<file path="src/rtl/olive_servo_gen.sv">
// olive_servo_gen: multi-channel servo output generator with per-channel
// PWM or first-order delta-sigma mode, programmable period and prescaler,
// and double-buffered width/mode registers that swap only at a period wrap.
//
// Bus handshake: avs_write is a single-cycle strobe; the addressed register
// updates at the next clock edge. avs_read is a single-cycle strobe and
// avs_readdata is valid exactly one cycle later. A read and a write to the
// same address in one cycle return the pre-write value. No wait states.
module olive_servo_gen #(
    parameter int CHANNELS       = 8,
    parameter int WIDTH          = 16,
    parameter int PRESC_WIDTH    = 16,
    parameter int DEFAULT_PERIOD = 19999,
    parameter int DEFAULT_PRESC  = 99
) (
    input  logic                clk,
    input  logic                reset_n,
    input  logic [4:0]          avs_address,
    input  logic                avs_write,
    input  logic [31:0]         avs_writedata,
    input  logic                avs_read,
    output logic [31:0]         avs_readdata,
    output logic [CHANNELS-1:0] servo_pwm,
    output logic [CHANNELS-1:0] servo_dsm,
    output logic                period_strobe
);

    // Live (bus-visible) registers
    logic                   ctrl_en;
    logic [WIDTH-1:0]       period_reg;
    logic [PRESC_WIDTH-1:0] presc_reg;
    logic [CHANNELS-1:0]    mode_reg;
    logic [WIDTH-1:0]       width_reg [CHANNELS];

    // Timebase
    logic [PRESC_WIDTH-1:0] presc_cnt;
    logic [WIDTH-1:0]       period_cnt;
    logic                   tick;
    logic                   wrap;

    // Per-channel working copies, swapped at the wrap
    logic [WIDTH-1:0]       shadow_width [CHANNELS];
    logic [CHANNELS-1:0]    shadow_mode;
    logic [WIDTH-1:0]       acc [CHANNELS];
    logic [WIDTH:0]         dsm_sum [CHANNELS];

    logic [31:0]            rd_mux;
    logic                   unused_wdata;

    // Bits of the write bus above the register widths are intentionally dropped
    assign unused_wdata = ^avs_writedata;

    assign tick = ctrl_en && (presc_cnt == presc_reg);
    assign wrap = tick && (period_cnt == period_reg);

    // Register file writes; bits beyond each register's width are discarded
    always_ff @(posedge clk or negedge reset_n) begin
        if (!reset_n) begin
            ctrl_en    <= 1'b0;
            period_reg <= WIDTH'(DEFAULT_PERIOD);
            presc_reg  <= PRESC_WIDTH'(DEFAULT_PRESC);
            mode_reg   <= '0;
            for (int n = 0; n < CHANNELS; n++) begin
                width_reg[n] <= '0;
            end
        end else if (avs_write) begin
            case (avs_address)
                5'd0:    ctrl_en    <= avs_writedata[0];
                5'd1:    period_reg <= avs_writedata[WIDTH-1:0];
                5'd2:    presc_reg  <= avs_writedata[PRESC_WIDTH-1:0];
                5'd3:    mode_reg   <= avs_writedata[CHANNELS-1:0];
                default: begin
                end
            endcase
            for (int n = 0; n < CHANNELS; n++) begin
                if (avs_address == 5'(4 + n)) begin
                    width_reg[n] <= avs_writedata[WIDTH-1:0];
                end
            end
        end
    end

    // Read decode; unmapped addresses and unused high bits read as zero
    always_comb begin
        rd_mux = '0;
        case (avs_address)
            5'd0: rd_mux[0]               = ctrl_en;
            5'd1: rd_mux[WIDTH-1:0]       = period_reg;
            5'd2: rd_mux[PRESC_WIDTH-1:0] = presc_reg;
            5'd3: rd_mux[CHANNELS-1:0]    = mode_reg;
            default: begin
                for (int n = 0; n < CHANNELS; n++) begin
                    if (avs_address == 5'(4 + n)) begin
                        rd_mux[WIDTH-1:0] = width_reg[n];
                    end
                end
            end
        endcase
    end

    // Registered read data, one cycle after the read strobe
    always_ff @(posedge clk or negedge reset_n) begin
        if (!reset_n) begin
            avs_readdata <= '0;
        end else begin
            avs_readdata <= avs_read ? rd_mux : '0;
        end
    end

    // Prescaler and period counter; both held at zero while disabled.
    // A PERIOD below the current count lets the counter run through all-ones.
    always_ff @(posedge clk or negedge reset_n) begin
        if (!reset_n) begin
            presc_cnt     <= '0;
            period_cnt    <= '0;
            period_strobe <= 1'b0;
        end else begin
            period_strobe <= wrap;
            if (!ctrl_en) begin
                presc_cnt  <= '0;
                period_cnt <= '0;
            end else begin
                presc_cnt <= tick ? '0 : presc_cnt + 1'b1;
                if (wrap) begin
                    period_cnt <= '0;
                end else if (tick) begin
                    period_cnt <= period_cnt + 1'b1;
                end
            end
        end
    end

    // Shadow registers follow the live ones while disabled, else load at wrap
    always_ff @(posedge clk or negedge reset_n) begin
        if (!reset_n) begin
            shadow_mode <= '0;
            for (int n = 0; n < CHANNELS; n++) begin
                shadow_width[n] <= '0;
            end
        end else if (!ctrl_en || wrap) begin
            shadow_mode <= mode_reg;
            for (int n = 0; n < CHANNELS; n++) begin
                shadow_width[n] <= width_reg[n];
            end
        end
    end

    // Delta-sigma adder: carry out of acc + width is the DSM bit
    always_comb begin
        for (int n = 0; n < CHANNELS; n++) begin
            dsm_sum[n] = {1'b0, acc[n]} + {1'b0, shadow_width[n]};
        end
    end

    // Channel outputs. The old mode's output keeps running through the wrap
    // cycle and both outputs switch together on the cycle after it.
    always_ff @(posedge clk or negedge reset_n) begin
        if (!reset_n) begin
            servo_pwm <= '0;
            servo_dsm <= '0;
            for (int n = 0; n < CHANNELS; n++) begin
                acc[n] <= '0;
            end
        end else begin
            for (int n = 0; n < CHANNELS; n++) begin
                if (!ctrl_en) begin
                    acc[n]       <= '0;
                    servo_pwm[n] <= 1'b0;
                    servo_dsm[n] <= 1'b0;
                end else begin
                    servo_pwm[n] <= !shadow_mode[n] && (period_cnt < shadow_width[n]);

                    if (!shadow_mode[n]) begin
                        servo_dsm[n] <= 1'b0;
                    end else if (tick) begin
                        servo_dsm[n] <= dsm_sum[n][WIDTH];
                    end

                    if (wrap && (mode_reg[n] != shadow_mode[n])) begin
                        acc[n] <= '0;
                    end else if (shadow_mode[n] && tick) begin
                        acc[n] <= dsm_sum[n][WIDTH-1:0];
                    end
                end
            end
        end
    end

endmodule

</file>
<file path="config.mk">
export PLATFORM = sky130hd
export DESIGN_NAME = olive_servo_gen
export DESIGN_NICKNAME = d
export VERILOG_FILES = /design/src/rtl/olive_servo_gen.sv
export SDC_FILE = /design/constraint.sdc
export NUM_CORES = 1
export LEC_CHECK = 0
export BUFFER_PORTS_ARGS = -buffer_cell sky130_fd_sc_hd__buf_2
export CAP_MARGIN = 10
export CORE_ASPECT_RATIO = 1.2
export CORE_UTILIZATION = 30
export CTS_CLUSTER_DIAMETER = 150
export DETAILED_ROUTE_END_ITERATION = 7
export GPL_TIMING_DRIVEN = 0
export MAX_ROUTING_LAYER = met4
export PLACE_DENSITY = 0.52
export SYNTH_ARGS = -nofsm -noshare
export SYNTH_HDL_FRONTEND = slang
export SYNTH_SLANG_ARGS = --single-unit
</file>
<file path="constraint.sdc">
create_clock -name clk -period 3.57 [get_ports clk]
set_clock_uncertainty 0.1 [all_clocks]
set_input_delay 0.1785 -clock clk [delete_from_list [all_inputs] [get_ports clk]]
set_output_delay 0.1785 -clock clk [all_outputs]
set_load 0.01 [all_outputs]
</file>
==> results by group <==
Status
  – Outcome: complete, no violations

Synthesis
  – Most instantiated cells after synthesis: sky130_fd_sc_hd__dfrtp_1 (485), sky130_fd_sc_hd__nand2_1 (288), sky130_fd_sc_hd__o21ai_0 (275)
  – Synth Register Bits: 498
  – Post-synth ARST share: 100.0%
  – Netlist area before placement: 28800 sq um
  – Dominant synthesized flop cell: sky130_fd_sc_hd__dfrtp_1
  – Number of flops mapped to enable cells by yosys: 0
  – Synthesis warning total: 0
  – Sequential element share of the synthesized area: 43.33%
  – Synth cell types: 66
  – Cell taking the most area after synthesis: sky130_fd_sc_hd__dfrtp_1
  – Fraction of synthesized cell area taken by the top area cell type: 42.14%
  – Per-instance average area after synthesis: 10.02 sq um
  – Dominant cell by count in the synthesized netlist: sky130_fd_sc_hd__dfrtp_1
  – Count of mapped cells out of synthesis: 2874
  – Top post-synthesis cells by area: sky130_fd_sc_hd__dfrtp_1 (42%), sky130_fd_sc_hd__ha_1 (11%), sky130_fd_sc_hd__mux2_2 (7.2%)

Worst setup path
  – Cell with the biggest individual delay on the critical path: sky130_fd_sc_hd__dfrtp_4
  – Maximum net fanout on the critical path: 10
  – Signal arrival time at the worst endpoint: 3.88 ns
  – Endpoint class of the critical path: flop
  – Slowest cell delay on critical path: 0.69 ns
  – Worst r2r src: period_cnt[7]
  – R2r worst-path depth: 8
  – CP required: 3.98 ns
  – Launching element type of the critical path: flop
  – Reg-to-reg setup timing slack: 0.1 ns
  – FF-to-FF End: shadow_mode[3]
  – Cell seen most often among critical-path stages: sky130_fd_sc_hd__buf_2
  – Series of cell instances along the critical path: clkbuf_2 -> xor2_1 -> nor4_2 -> nand4_1 -> o21ai_1 -> buf_2 -> buf_2 -> mux2_2
  – Category of the most critical setup path: reg2reg

Place
  – Placed cell areas: 30850 sq um
  – Count of buffers from port buffering: 48
  – Dpl ws: -0.9546 ns
  – Placed cell count: 4205
  – Half-perimeter wire length after placement: 72.64 mm
  – Final weighted congestion in routability-driven placement: 0.9749

Power and ir drop
  – Pleak: 0.01561 uW
  – Power density relative to cell area: 546.6 nW/um^2
  – Power Total: 18050 uW
  – Highest ir drop seen on vdd: 0.0003844 V

Drt
  – Via-per-instance ratio: 5.225
  – First DRT Iteration DRCs: 1772
  – Mean routed wirelength per cell: 23.19 um
  – First drt pass iteration count: 5
  – DRC violations left: 0
  – Via count of the routed design: 22610
  – DRT Wirelength: 100.3 mm
  – Routed Antenna Nets: 0

STA
  – Worst slew slack as a fraction of its limit: 18.33%
  – Slew @ Worst Pin: 1.225 ns
  – Highest clock rate: 0.2878 GHz
  – Final worst-path setup slack: 0.09589 ns
  – Final critical delay including setup and external delays: 3.474 ns
  – Setup repair after global routing missed its margin: false
  – Period Utilization, post-route: 97.31%
  – Sum of negative setup slack: 0 ns
  – Number of endpoints with negative hold slack in the final report: 0
  – Max Slew Vio Count: 0
  – Number of failing setup endpoints in the final timing report: 0

Floorplan
  – DIE AREA: 97240 sq um
  – Die height: 341.4 um
  – Top Ports: 90
  – Die Span X: 284.8 um
  – Number of placement rows: 124
  – Initial standard-cell utilization of the core: 30.23%
  – Area of the core: 95260 sq um

GRT
  – Maximum number of pins on one net before global-route repair: 113
  – Total global routing track utilization: 21.27%
  – First-pass GRT wire length: 149.4 mm
  – Antenna violations before repair: 10
  – Leftover overflow at the end of global routing: 0
  – Via count of the first global-routing pass: 22620

Clocking
  – Total CTS buffers: 56
  – Clock input transition at the sequential cells of the worst setup and hold paths: 0.06 ns
  – CTS tree: done
  – Num Clock Sinks: 498
  – Htree depth: 2
  – Worst skew pair latency: 0.63 ns
  – Maximum buffer depth of the clock tree: 3
  – Clock Tree Root: sky130_fd_sc_hd__clkbuf_16

Cells and area
  – Fillcell total: 9847
  – Sequential standard cell area: 12500 sq um
  – Post-route insts no fill: 4327
  – Area added between synthesis and finish: 14.67%
  – Non-Filler Cell Area, Final: 33020 sq um
  – Number of nets in the layout: 3316
  – Fraction of final layout cells sized beyond drive strength 1: 15.82%
  – Combined area of the multi-input logic cells: 15160 sq um

Flow run
  – # Max-Cap Violations: 0

Worst hold path
  – Worst hold-check path type: in2async
area by class of cell:
type                       instances  area share (%)
multi-input combinational       2085           45.91
clock buffer                      77           4.911
inverter                         170           1.932
tap                             1260           4.774
timing repair buffer              70           1.675
sequential                       498           37.86
antenna                            7         0.05305
clock inverter                    24          0.8791
buffer                           136           2.008
cell usage in the layout (no fill, tap or decap), types with 40 or more instances in the layout:
cell type | Yosys | routed
sky130_fd_sc_hd__nand3_1 | 41 | 41
sky130_fd_sc_hd__clkbuf_16 | 0 | 57
sky130_fd_sc_hd__nor3_1 | 47 | 47
sky130_fd_sc_hd__nor2_1 | 153 | 152
sky130_fd_sc_hd__clkbuf_1 | 58 | 63
sky130_fd_sc_hd__mux2_2 | 184 | 184
sky130_fd_sc_hd__buf_2 | 48 | 95
sky130_fd_sc_hd__a21oi_1 | 135 | 135
sky130_fd_sc_hd__a211oi_1 | 40 | 40
sky130_fd_sc_hd__a21o_1 | 71 | 71
sky130_fd_sc_hd__ha_1 | 250 | 250
sky130_fd_sc_hd__a22o_1 | 71 | 71
sky130_fd_sc_hd__dfrtp_1 | 485 | 470
sky130_fd_sc_hd__xnor2_1 | 72 | 72
sky130_fd_sc_hd__xor2_1 | 90 | 90
sky130_fd_sc_hd__nand2_1 | 288 | 288
sky130_fd_sc_hd__inv_1 | 170 | 170
sky130_fd_sc_hd__o21ai_0 | 275 | 272
cells by family after synthesis:
kind of cell | after synthesis | share of synthesized area, %
flip-flops | 498 | 43.33
AO/OA/AOI/OAI | 805 | 18.15
buffers and inverters | 306 | 4.488
AND/OR/NAND/NOR | 659 | 10.40
XOR/XNOR | 162 | 4.927
other | 1 | 0.01302
multiplexers | 185 | 7.273
adder cells (fa/ha/maj) | 258 | 11.42
per-stage QoR:
step                      utilization (%)  hold WS, ns
after floorplan                         -      -0.2171
after global placement              32.20       0.3629
after detailed placement            32.38     -0.01776
after CTS                           34.63      0.01076
after global routing                34.66      0.04623
final                               34.66      0.02340
metal layers:
layer	global-route usage [%]	vias up	wire length (um)
li1	-	10600	-
met1	26.93	11170	43600
met2	33.93	647	46770
met3	3.087	193	5462
met4	8.781	0	4516
met5	-	-	0
critical path, delay by kind of cell, from the launching register on:
kind / cells / cell delay (ns)
buffers and inverters: 3 / 1.28
DFF: 1 / 0.69
and+or+nand+nor: 2 / 0.53
muxes: 1 / 0.40
AOI/OAI and AO/OA: 1 / 0.22
xor gates and xnor gates: 1 / 0.13
where the power goes:
part | total, uW | switching [uW] | internal [uW]
combinational | 4420 | 2710 | 1710
clock | 6130 | 2530 | 3600
sequential | 7500 | 956 | 6550
total | 18100 | 6200 | 11900
worst max-delay path by stage:
stage                startpoint          endpoint  slack [ns]
2_1_floorplan  shadow_width[32]           acc[46]        1.03
3_3_place_gp            reset_n      servo_pwm[3]       -8.83
3_5_place_dp      period_cnt[7]  shadow_width[47]       -0.95
4_1_cts           period_cnt[7]           acc[84]        0.02
5_1_grt            presc_reg[0]      servo_dsm[6]       0.006
6_report          period_cnt[7]    shadow_mode[3]         0.1
repair_timing:
action,CTS,global route
endpoints found under the setup margin,285,11
buffers inserted,2,0
pin swaps,1,0
resized for setup,32,4
endpoints found under the hold margin,229,0
hold buffers,11,0
(Power assumes the default switching activity.)
